### config.mk
export PLATFORM = sky130hd
export DESIGN_NAME = pipe_stage_skid_flat
export DESIGN_NICKNAME = d
export VERILOG_FILES = /design/src/rtl/pipe_pkg.sv /design/src/rtl/pipe_stage_skid_if.sv /design/src/rtl/pipe_entry.sv /design/src/rtl/pipe_stage_skid.sv /design/src/flat_wrapper.sv
export SDC_FILE = /design/constraint.sdc
export NUM_CORES = 1
export LEC_CHECK = 0
export BUFFER_PORTS_ARGS = -buffer_cell sky130_fd_sc_hd__buf_4
export CAP_MARGIN = 15
export CORE_ASPECT_RATIO = 0.8
export CORE_MARGIN = 2
export CORE_UTILIZATION = 58
export CTS_CLUSTER_SIZE = 8
export DETAILED_ROUTE_END_ITERATION = 10
export GPL_ROUTABILITY_DRIVEN = 0
export HOLD_SLACK_MARGIN = 0.03
export PLACE_DENSITY = 0.85
export SYNTH_ARGS = -nofsm -noshare
export SYNTH_HDL_FRONTEND = slang
export SYNTH_SLANG_ARGS = --single-unit
### constraint.sdc
create_clock -name clk -period 3.8 [get_ports clk]
set_input_delay 0.38 -clock clk [delete_from_list [all_inputs] [get_ports clk]]
set_output_delay 0.38 -clock clk [all_outputs]
set_load 0.02 [all_outputs]
### src/rtl/pipe_pkg.sv
// ============================================================================
// Module : pipe_pkg
// Brief  : Shared widths, field offsets and state encoding for pipe_stage_skid.
// Rev    : 1.0  initial release
// ============================================================================
`default_nettype none

package pipe_pkg;

  localparam int EXMEM_DATA_W = 101;
  localparam int EXMEM_CTRL_W = 8;

  // Payload layout, LSB first
  localparam int ALU_OUT_LSB    = 0;
  localparam int ALU_OUT_W      = 32;
  localparam int STORE_DATA_LSB = 32;
  localparam int STORE_DATA_W   = 32;
  localparam int RD_LSB         = 64;
  localparam int RD_W           = 5;
  localparam int PC_PLUS_4_LSB  = 69;
  localparam int PC_PLUS_4_W    = 32;

  // Control layout, LSB first
  localparam int REGWRITE_BIT   = 0;
  localparam int MEMWRITE_BIT   = 1;
  localparam int MEMREAD_BIT    = 2;
  localparam int WDSEL_LSB      = 3;
  localparam int WDSEL_W        = 2;
  localparam int DMTYPE_LSB     = 5;
  localparam int DMTYPE_W       = 3;

  // Occupancy state is the concatenation {main_v, skid_v}
  typedef enum logic [1:0] {
    ST_EMPTY = 2'b00,
    ST_HALF  = 2'b10,
    ST_FULL  = 2'b11
  } skid_state_e;

endpackage

`default_nettype wire

### src/rtl/pipe_stage_skid_if.sv
// ============================================================================
// Module : pipe_stage_skid_if
// Brief  : Upstream and downstream valid/ready channel of one pipeline stage.
// Rev    : 1.0  initial release
// ============================================================================
`default_nettype none

interface pipe_stage_skid_if #(
  parameter int DATA_W = 101,
  parameter int CTRL_W = 8
);

  logic              i_valid;
  logic              o_ready;
  logic [DATA_W-1:0] i_data;
  logic [CTRL_W-1:0] i_ctrl;
  logic              o_valid;
  logic              i_ready;
  logic [DATA_W-1:0] o_data;
  logic [CTRL_W-1:0] o_ctrl;

  // The stage itself
  modport slave (
    input  i_valid, i_data, i_ctrl, i_ready,
    output o_ready, o_valid, o_data, o_ctrl
  );

  // Whatever surrounds the stage
  modport master (
    output i_valid, i_data, i_ctrl, i_ready,
    input  o_ready, o_valid, o_data, o_ctrl
  );

endinterface

`default_nettype wire

### src/rtl/pipe_entry.sv
// ============================================================================
// Module : pipe_entry
// Brief  : One valid + data + ctrl holding register with load enable and clear.
// Rev    : 1.0  initial release
// ============================================================================
`default_nettype none

module pipe_entry #(
  parameter int DATA_W = 101,
  parameter int CTRL_W = 8
) (
  input  wire logic              clk,
  input  wire logic              reset,
  input  wire logic              i_clr,
  input  wire logic              i_ld,
  input  wire logic              i_v,
  input  wire logic [DATA_W-1:0] i_d,
  input  wire logic [CTRL_W-1:0] i_c,
  output logic                   o_v,
  output logic      [DATA_W-1:0] o_d,
  output logic      [CTRL_W-1:0] o_c
);

  logic              v_q, v_d;
  logic [DATA_W-1:0] d_q, d_d;
  logic [CTRL_W-1:0] c_q, c_d;

  // Valid follows its next-state every cycle; payload only moves on i_ld
  always_comb begin
    v_d = i_clr ? 1'b0 : i_v;
    d_d = i_ld ? i_d : d_q;
    c_d = i_ld ? i_c : c_q;
  end

  always_ff @(posedge clk) begin
    if (!reset) begin
      v_q <= 1'b0;
      d_q <= '0;
      c_q <= '0;
    end else begin
      v_q <= v_d;
      d_q <= d_d;
      c_q <= c_d;
    end
  end

  assign o_v = v_q;
  assign o_d = d_q;
  assign o_c = c_q;

endmodule

`default_nettype wire

### src/rtl/pipe_stage_skid.sv
// ============================================================================
// Module : pipe_stage_skid
// Brief  : Valid/ready pipeline stage with 2-entry skid buffer, flush and
//          bubble-gated control. Optional stall counter: PIPE_STAGE_STALL_CNT_EN.
// Rev    : 1.0  initial release
// ============================================================================
`default_nettype none

module pipe_stage_skid
  import pipe_pkg::*;
#(
  parameter int DATA_W = EXMEM_DATA_W,
  parameter int CTRL_W = EXMEM_CTRL_W,
  parameter int CNT_W  = 16
) (
  input  wire logic clk,
  input  wire logic reset,
  input  wire logic flush,
  pipe_stage_skid_if.slave bus
`ifdef PIPE_STAGE_STALL_CNT_EN
  ,
  output logic [CNT_W-1:0] o_stall_cnt
`endif
);

  logic              main_v, skid_v;
  logic [DATA_W-1:0] main_d, skid_d;
  logic [CTRL_W-1:0] main_c, skid_c;

  logic              in_fire, out_fire;
  logic              main_ld, main_from_skid, skid_ld;
  logic              main_v_nx, skid_v_nx;
  logic [DATA_W-1:0] main_d_in;
  logic [CTRL_W-1:0] main_c_in;
  skid_state_e       state;

  assign state    = skid_state_e'({main_v, skid_v});
  assign in_fire  = bus.i_valid & ~skid_v;
  assign out_fire = main_v & bus.i_ready;

  always_comb begin
    main_ld        = 1'b0;
    main_from_skid = 1'b0;
    skid_ld        = 1'b0;
    main_v_nx      = main_v;
    skid_v_nx      = skid_v;
    case (state)
      ST_EMPTY: begin
        if (in_fire) begin
          main_ld   = 1'b1;
          main_v_nx = 1'b1;
        end
      end
      ST_HALF: begin
        if (in_fire && out_fire) begin
          main_ld = 1'b1;
        end else if (in_fire) begin
          skid_ld   = 1'b1;
          skid_v_nx = 1'b1;
        end else if (out_fire) begin
          main_v_nx = 1'b0;
        end
      end
      ST_FULL: begin
        if (out_fire) begin
          main_ld        = 1'b1;
          main_from_skid = 1'b1;
          skid_v_nx      = 1'b0;
        end
      end
      default: begin
        // {main_v, skid_v} = 01 is unreachable; fall back to empty
        main_v_nx = 1'b0;
        skid_v_nx = 1'b0;
      end
    endcase
  end

  assign main_d_in = main_from_skid ? skid_d : bus.i_data;
  assign main_c_in = main_from_skid ? skid_c : bus.i_ctrl;

  pipe_entry #(.DATA_W(DATA_W), .CTRL_W(CTRL_W)) u_main (
    .clk   (clk),
    .reset (reset),
    .i_clr (flush),
    .i_ld  (main_ld & ~flush),
    .i_v   (main_v_nx),
    .i_d   (main_d_in),
    .i_c   (main_c_in),
    .o_v   (main_v),
    .o_d   (main_d),
    .o_c   (main_c)
  );

  pipe_entry #(.DATA_W(DATA_W), .CTRL_W(CTRL_W)) u_skid (
    .clk   (clk),
    .reset (reset),
    .i_clr (flush),
    .i_ld  (skid_ld & ~flush),
    .i_v   (skid_v_nx),
    .i_d   (bus.i_data),
    .i_c   (bus.i_ctrl),
    .o_v   (skid_v),
    .o_d   (skid_d),
    .o_c   (skid_c)
  );

  assign bus.o_valid = main_v;
  assign bus.o_data  = main_d;
  assign bus.o_ctrl  = main_v ? main_c : '0;
  assign bus.o_ready = ~skid_v;

`ifdef PIPE_STAGE_STALL_CNT_EN
  logic [CNT_W-1:0] stall_cnt_q, stall_cnt_d;

  // Saturating; only reset clears it so flushes do not hide stall history
  always_comb begin
    stall_cnt_d = stall_cnt_q;
    if (main_v && !bus.i_ready && (stall_cnt_q != {CNT_W{1'b1}}))
      stall_cnt_d = stall_cnt_q + 1'b1;
  end

  always_ff @(posedge clk) begin
    if (!reset) stall_cnt_q <= '0;
    else        stall_cnt_q <= stall_cnt_d;
  end

  assign o_stall_cnt = stall_cnt_q;
`endif

endmodule

`default_nettype wire

### src/flat_wrapper.sv
// flat-port wrapper written by rule: the top's interface ports become plain ports
module pipe_stage_skid_flat import pipe_pkg::*;
#(
  parameter int DATA_W = EXMEM_DATA_W,
  parameter int CTRL_W = EXMEM_CTRL_W,
  parameter int CNT_W  = 16
)
  (clk, reset, flush, bus_i_valid, bus_i_data, bus_i_ctrl, bus_i_ready, bus_o_ready, bus_o_valid, bus_o_data, bus_o_ctrl);
  pipe_stage_skid_if #(.DATA_W(DATA_W), .CTRL_W(CTRL_W)) bus_i ();
  input  wire logic clk;
  input  wire logic reset;
  input  wire logic flush;
  input wire logic [$bits(bus_i.i_valid)-1:0] bus_i_valid;
  input wire logic [$bits(bus_i.i_data)-1:0] bus_i_data;
  input wire logic [$bits(bus_i.i_ctrl)-1:0] bus_i_ctrl;
  input wire logic [$bits(bus_i.i_ready)-1:0] bus_i_ready;
  output wire logic [$bits(bus_i.o_ready)-1:0] bus_o_ready;
  output wire logic [$bits(bus_i.o_valid)-1:0] bus_o_valid;
  output wire logic [$bits(bus_i.o_data)-1:0] bus_o_data;
  output wire logic [$bits(bus_i.o_ctrl)-1:0] bus_o_ctrl;
  assign bus_i.i_valid = bus_i_valid;
  assign bus_i.i_data = bus_i_data;
  assign bus_i.i_ctrl = bus_i_ctrl;
  assign bus_i.i_ready = bus_i_ready;
  assign bus_o_ready = bus_i.o_ready;
  assign bus_o_valid = bus_i.o_valid;
  assign bus_o_data = bus_i.o_data;
  assign bus_o_ctrl = bus_i.o_ctrl;
  pipe_stage_skid #(.DATA_W(DATA_W), .CTRL_W(CTRL_W), .CNT_W(CNT_W)) u_core (.clk(clk), .reset(reset), .flush(flush), .bus(bus_i));
endmodule
# Word-level counts from Yosys, hierarchy flattened
# Cells that the tools add are included.
# totals
register_bits,220
inputBits,114
output_inout_bits,111
# classes
n_bitwise,9
n_reduce_logical,5
eq_ne,8
mux,17
# ops
operator,count
$mux W101,1
$mux W8,2
$mux W1,11
$pmux W1 S3,3
$ne A2 B1 Y1 const B,4
$not A1 Y1,5
$reduce_and A5 Y1,1
$and A1 B1 Y1,4
$eq A2 B2 Y1 const B,2
$ne A2 B2 Y1 const B,2
$reduce_and A4 Y1,1
$logic_not A2 Y1,1
$reduce_or A2 Y1,1
$logic_and A1 B1 Y1,1

# Depth between registers and ports, before layout
# logic_depth
word_depth,6
depth_mapped,7
mapped_depth_nobuf,3

# By module
# From an unflattened synthesis, not the netlist that was laid out.
# unflattened
cells_unflattened,850
hier_area_um2,9723.1
# by_module_without_submodules
module,seq_area_each_um2,area_each_um2,instances,cells_per_inst
pipe_entry,2202.1,4130.2,2,354
pipe_stage_skid,0.0,1462.7,1,142

# Worst setup path after synthesis
# Ideal clock, no wire load.
# synth_path
kind,register -> register
startpoint,register u_core.u_main.v_q (netlist: u_core.u_main.o_v)
endpoint,register u_core.u_main.d_q[90] (netlist: u_core.u_main.o_d[90])
arrival_ns,1.459
stages_incl_launch_ff,7
period_less_slack_ns,1.540
path_slack_ns,2.260
cell_sequence,dfxtp_1 > nand2b_1 > buf_2 > buf_4 > buf_2 > a41oi_1 > a211oi_2
# synth_between
elab_chain_len,5
elab_cells_between_ends,11
classes_between,2 x eq/ne; 5 x mux; 2 x bitwise; 2 x reduce/logical
# synth_rtl
element,line_no,source
from (decl),pipe_entry.sv:24,"logic v_q, v_d;"
from (signal assigned),pipe_entry.sv:41,v_q <= v_d;
$and A1 B1 Y1,pipe_stage_skid.sv:39,assign out_fire = main_v & bus.i_ready;
$logic_and A1 B1 Y1,pipe_stage_skid.sv:55,if (in_fire && out_fire) begin
$mux W1,pipe_stage_skid.sv:55,
$pmux W1 S3,pipe_stage_skid.sv:47,case (state)
$and A1 B1 Y1,pipe_stage_skid.sv:86,".i_ld (main_ld & ~flush),"
to (signal assigned),pipe_entry.sv:38,d_q <= '0;
to (signal assigned),pipe_entry.sv:42,d_q <= d_d;
to (decl),pipe_entry.sv:25,"logic [DATA_W-1:0] d_q, d_d;"
# Parallel ways exist; a longest one is shown, timed or not.
# A chain may end at the register's enable or synchronous reset.

# Final worst setup path
# layout_path
startpoint,register u_core.u_main.v_q (netlist: u_core.u_main.o_v)
endpoint,register u_core.u_main.d_q[21] (netlist: u_core.u_main.o_d[21])
# Same word-level chain as after synthesis.

==> impl_summary.log <==
[metrics] result of the run: finished, final reports clean
[metrics] TritonCTS clock tree: done
[metrics] final cell utilization of the core: between 70 and 80%
[metrics] Skew-Pair Late Insertion Delay: 0.53 ns
[metrics] Residual DRC: 0
[metrics] total wire length: ~28,000 um
[metrics] R2R Path End: u_core.u_main.o_d[21]
[metrics] Clock power frac: 42.9%
[metrics] core area: 0.0165 mm2
[metrics] cell with the most instances after synthesis: sky130_fd_sc_hd__dfxtp_1
[metrics] ranking of synthesized cells by area: sky130_fd_sc_hd__dfxtp_1 45%, sky130_fd_sc_hd__mux2i_1 11%, sky130_fd_sc_hd__a41oi_1 9.8%, sky130_fd_sc_hd__a211oi_1 7.6%, sky130_fd_sc_hd__a21oi_1 5.6%
[metrics] Post-synth EDFFs: 0
[metrics] dominant register cell in the synthesized netlist: sky130_fd_sc_hd__dfxtp_1
[metrics] crit path setup slack, layout: 1.14 ns
[metrics] area fraction of the dominant cell type after synthesis: 45.2%
[metrics] Fin Setup TNS: 0 ns
[metrics] post-synthesis register bit count: 220
[metrics] final count of hold timing violations: 0
[metrics] total inserted antenna cells: 0
[metrics] Clock Root Buffer: sky130_fd_sc_hd__clkbuf_16
[metrics] initial core utilization: between 50% and 60%
[metrics] required arrival time at the worst endpoint: 4.16 ns
[metrics] Reg2Reg Depth: 4
[metrics] Pwr per Cell Area: 458 mW/mm2
[metrics] routed wire length per instance: 20.4 um
[metrics] period utilisation layout: 70.0%
[metrics] Worst-Margin Slew: 0.938 ns
[metrics] via/cell ratio: approximately 6.6
[metrics] total via count in the routed design: slightly above 9,000
[metrics] level count of the clock H-tree: 1
[metrics] layout cell share with drive strength beyond 1: 24.9%
[metrics] FF-to-FF setup slack: 1.14 ns
[metrics] y dimension of the die: approximately 120 um
[metrics] mean cell area of the mapped netlist: 9.35 um2
[metrics] Gate power share: 12.7%
[metrics] Setup Skew: about 0.016 ns
[metrics] Leak: 5.07 nW
[metrics] total global-route track usage: 30.5%
[metrics] maximum vdd ir drop: 0.406 mV
[metrics] number of setup buffers added after CTS: 0
[metrics] maximum achievable frequency: 376 MHz
[metrics] end of the critical path: u_core.u_main.o_d[21]
[metrics] part of the Yosys area used for sequential elements: 45.2%
[metrics] launching instance or port of the critical path: u_core.u_main.o_v
[metrics] power spent charging and discharging nets: 1.37 mW
[metrics] area of the die: 0.0179 mm2
[metrics] final critical path time including I/O delays and setup: around 2.7 ns
[metrics] Post-layout nets: 1,285
[metrics] total half-perimeter wirelength after legalization and detailed placement: 15,500 um
[metrics] Setup CP Type: register to register
[metrics] layout overhead on the synthesized area: 24.3%
[metrics] clk slew on worst S/H paths: around 0.050 ns
[metrics] switching share of total power: 24.7%
[metrics] design internal power: between 4 and 5 mW
[metrics] number of distinct library cell variants in the gate-level netlist after synthesis: 23
[metrics] pin count of the biggest net entering global routing: 172
[metrics] endpoint class of the critical path: register
[metrics] final setup violation count: 0
[metrics] remaining number of nets flagged by the antenna check after routing: 0
[metrics] IO Port Bufs: between 200 and 250
[metrics] first-iteration detailed-routing DRC count: 1,082
[metrics] net count after synthesis: 1,157
[metrics] commonest cells in the netlist: 220 x sky130_fd_sc_hd__dfxtp_1, 110 x sky130_fd_sc_hd__a21oi_1, 110 x sky130_fd_sc_hd__nand3_1
[metrics] Hold Path Class: primary input to register
[metrics] Post-CTS Hold Fix Bufs: 0
[metrics] dpl ws: 1.18 ns
[metrics] Mapped Cells: ~1,000
[metrics] final global-route overflow total: 0
[metrics] Synthesis Warnings: 0
[metrics] post-cts gate resize count: 0
[metrics] detailed-router iteration count before antenna repair: 5
[metrics] sequential group share of total power: between 40% and 50%
[metrics] count of final max-slew check failures: 0
[metrics] Die X: 149 um
[metrics] number of buffers between clock root and the deepest sink: 3
[metrics] relative slew slack: 37.5%
[metrics] cell area after technology mapping: 0.00975 mm2
[metrics] max-cap violation count: 0
[metrics] number of ports placed on the die boundary: 225
[metrics] worst r2r src: u_core.u_main.o_v
[metrics] via count of the first global-routing pass: 8,640
[metrics] number of core rows: 42
[metrics] cell type contributing the most total cell area after synthesis: sky130_fd_sc_hd__dfxtp_1
[metrics] number of sinks on the clock net: 220
[metrics] unrepaired setup endpoints after global routing: false
[metrics] async set-or-reset flop fraction in the synthesized netlist: 0%
[metrics] Inserted Clock Buffers: 31
[metrics] number of antenna violations at the first check in global routing: 0
[metrics] biggest fanout along the worst timing path: 52
[metrics] kind of start point of the critical path: register
[metrics] wire length of the first global-routing pass: 45,000 um
[metrics] WP data arrival: 3.01 ns
-- logic make-up after synthesis --
logic type | share of synthesized area (%)
buf+inv | 6.80
mux | 11.2
flops | 45.2
simple gates | 6.84
compound gates | 30.0
-- per-stage QoR --
stage | hold WS (ns) | cells | cell area, um2 | power, mW
2_1_floorplan | 0.453 | 1043 | 9750 | 2.89
3_3_place_gp | 0.458 | 1357 | 11300 | 3.19
3_5_place_dp | 0.465 | 1357 | 11300 | 3.20
4_1_cts | 0.103 | 1389 | 12100 | 5.57
5_1_grt | 0.108 | 1390 | 12100 | 5.75
6_report | 0.121 | 1390 | 12100 | 5.55
-- layout make-up --
type | count | area, um2
flip-flops and latches | 220 | 4400
fillers | 1265 | 4380
clock inverters | 1 | 30.0
repair buffers | 240 | 1870
clock buffers | 31 | 776
inverters | 4 | 25.0
well taps | 220 | 275
multi-input cells | 674 | 4730
-- flip-flops by register name, indices dropped and copies added (netlist names) --
register           flops
u_core.u_main.o_c      8
u_core.u_skid.o_v      1
u_core.u_skid.o_d    101
u_core.u_main.o_v      1
u_core.u_main.o_d    101
u_core.u_skid.o_c      8
-- worst min-delay path by stage --
| stage | startpoint | end | slack (ns) | cells past startpoint |
|---|---|---|---|---|
| floorplan | u_core.u_skid.o_c[0] | u_core.u_skid.o_c[0] | 0.45 | 2 |
| global placement | u_core.u_skid.o_d[37] | u_core.u_skid.o_d[37] | 0.46 | 2 |
| detailed placement | u_core.u_skid.o_d[75] | u_core.u_skid.o_d[75] | 0.47 | 2 |
| CTS | bus_i_data[42] | u_core.u_skid.o_d[42] | 0.10 | 3 |
| global route | bus_i_data[40] | u_core.u_skid.o_d[40] | 0.11 | 3 |
| finish | bus_i_data[62] | u_core.u_skid.o_d[62] | 0.12 | 3 |
-- layout by cell type, fill, tap and decap left out, types with 2 or more instances in the layout --
master / instances
sky130_fd_sc_hd__a211oi_1: 99
sky130_fd_sc_hd__a211oi_2: 10
sky130_fd_sc_hd__a21oi_1: 110
sky130_fd_sc_hd__a41oi_1: 109
sky130_fd_sc_hd__and2_1: 8
sky130_fd_sc_hd__buf_12: 4
sky130_fd_sc_hd__buf_4: 235
sky130_fd_sc_hd__clkbuf_16: 31
sky130_fd_sc_hd__dfxtp_1: 220
sky130_fd_sc_hd__inv_1: 2
sky130_fd_sc_hd__inv_6: 2
sky130_fd_sc_hd__mux2i_1: 109
sky130_fd_sc_hd__nand2_1: 2
sky130_fd_sc_hd__nand2b_4: 2
sky130_fd_sc_hd__nand3_1: 109
sky130_fd_sc_hd__o21ai_0: 108
sky130_fd_sc_hd__o21ai_1: 2
-- worst max-delay path, cell delays in order (launching register included) --
cell                       delay (ns)
sky130_fd_sc_hd__dfxtp_1         0.69
sky130_fd_sc_hd__nand2b_4        0.54
sky130_fd_sc_hd__and4_4          0.74
sky130_fd_sc_hd__buf_4           0.36
sky130_fd_sc_hd__a211oi_1        0.12
-- per-layer routing --
metal  vias to the layer above  wire, um  part of all wire (%)  GRT usage (%)
met3                        63      2390                   8.4           6.27
met5                         -         0                     0              0
met2                       400     13600                    48           48.8
li1                       4272         -                     -              -
met1                      4404     11600                    41           41.2
met4                         0       742                   2.6           10.4
-- power by group through the flow --
stage                     registers (mW)  clock network [mW]  logic (mW)
final                               2.46                2.38       0.705
after CTS                           2.46                2.41       0.700
after detailed placement            2.50                   0       0.699
after floorplan                     2.58                   0       0.308
after global routing                2.47                2.52       0.755
after global placement              2.50                   0       0.684
No activity file was read; power rests on OpenSTA's default activity.
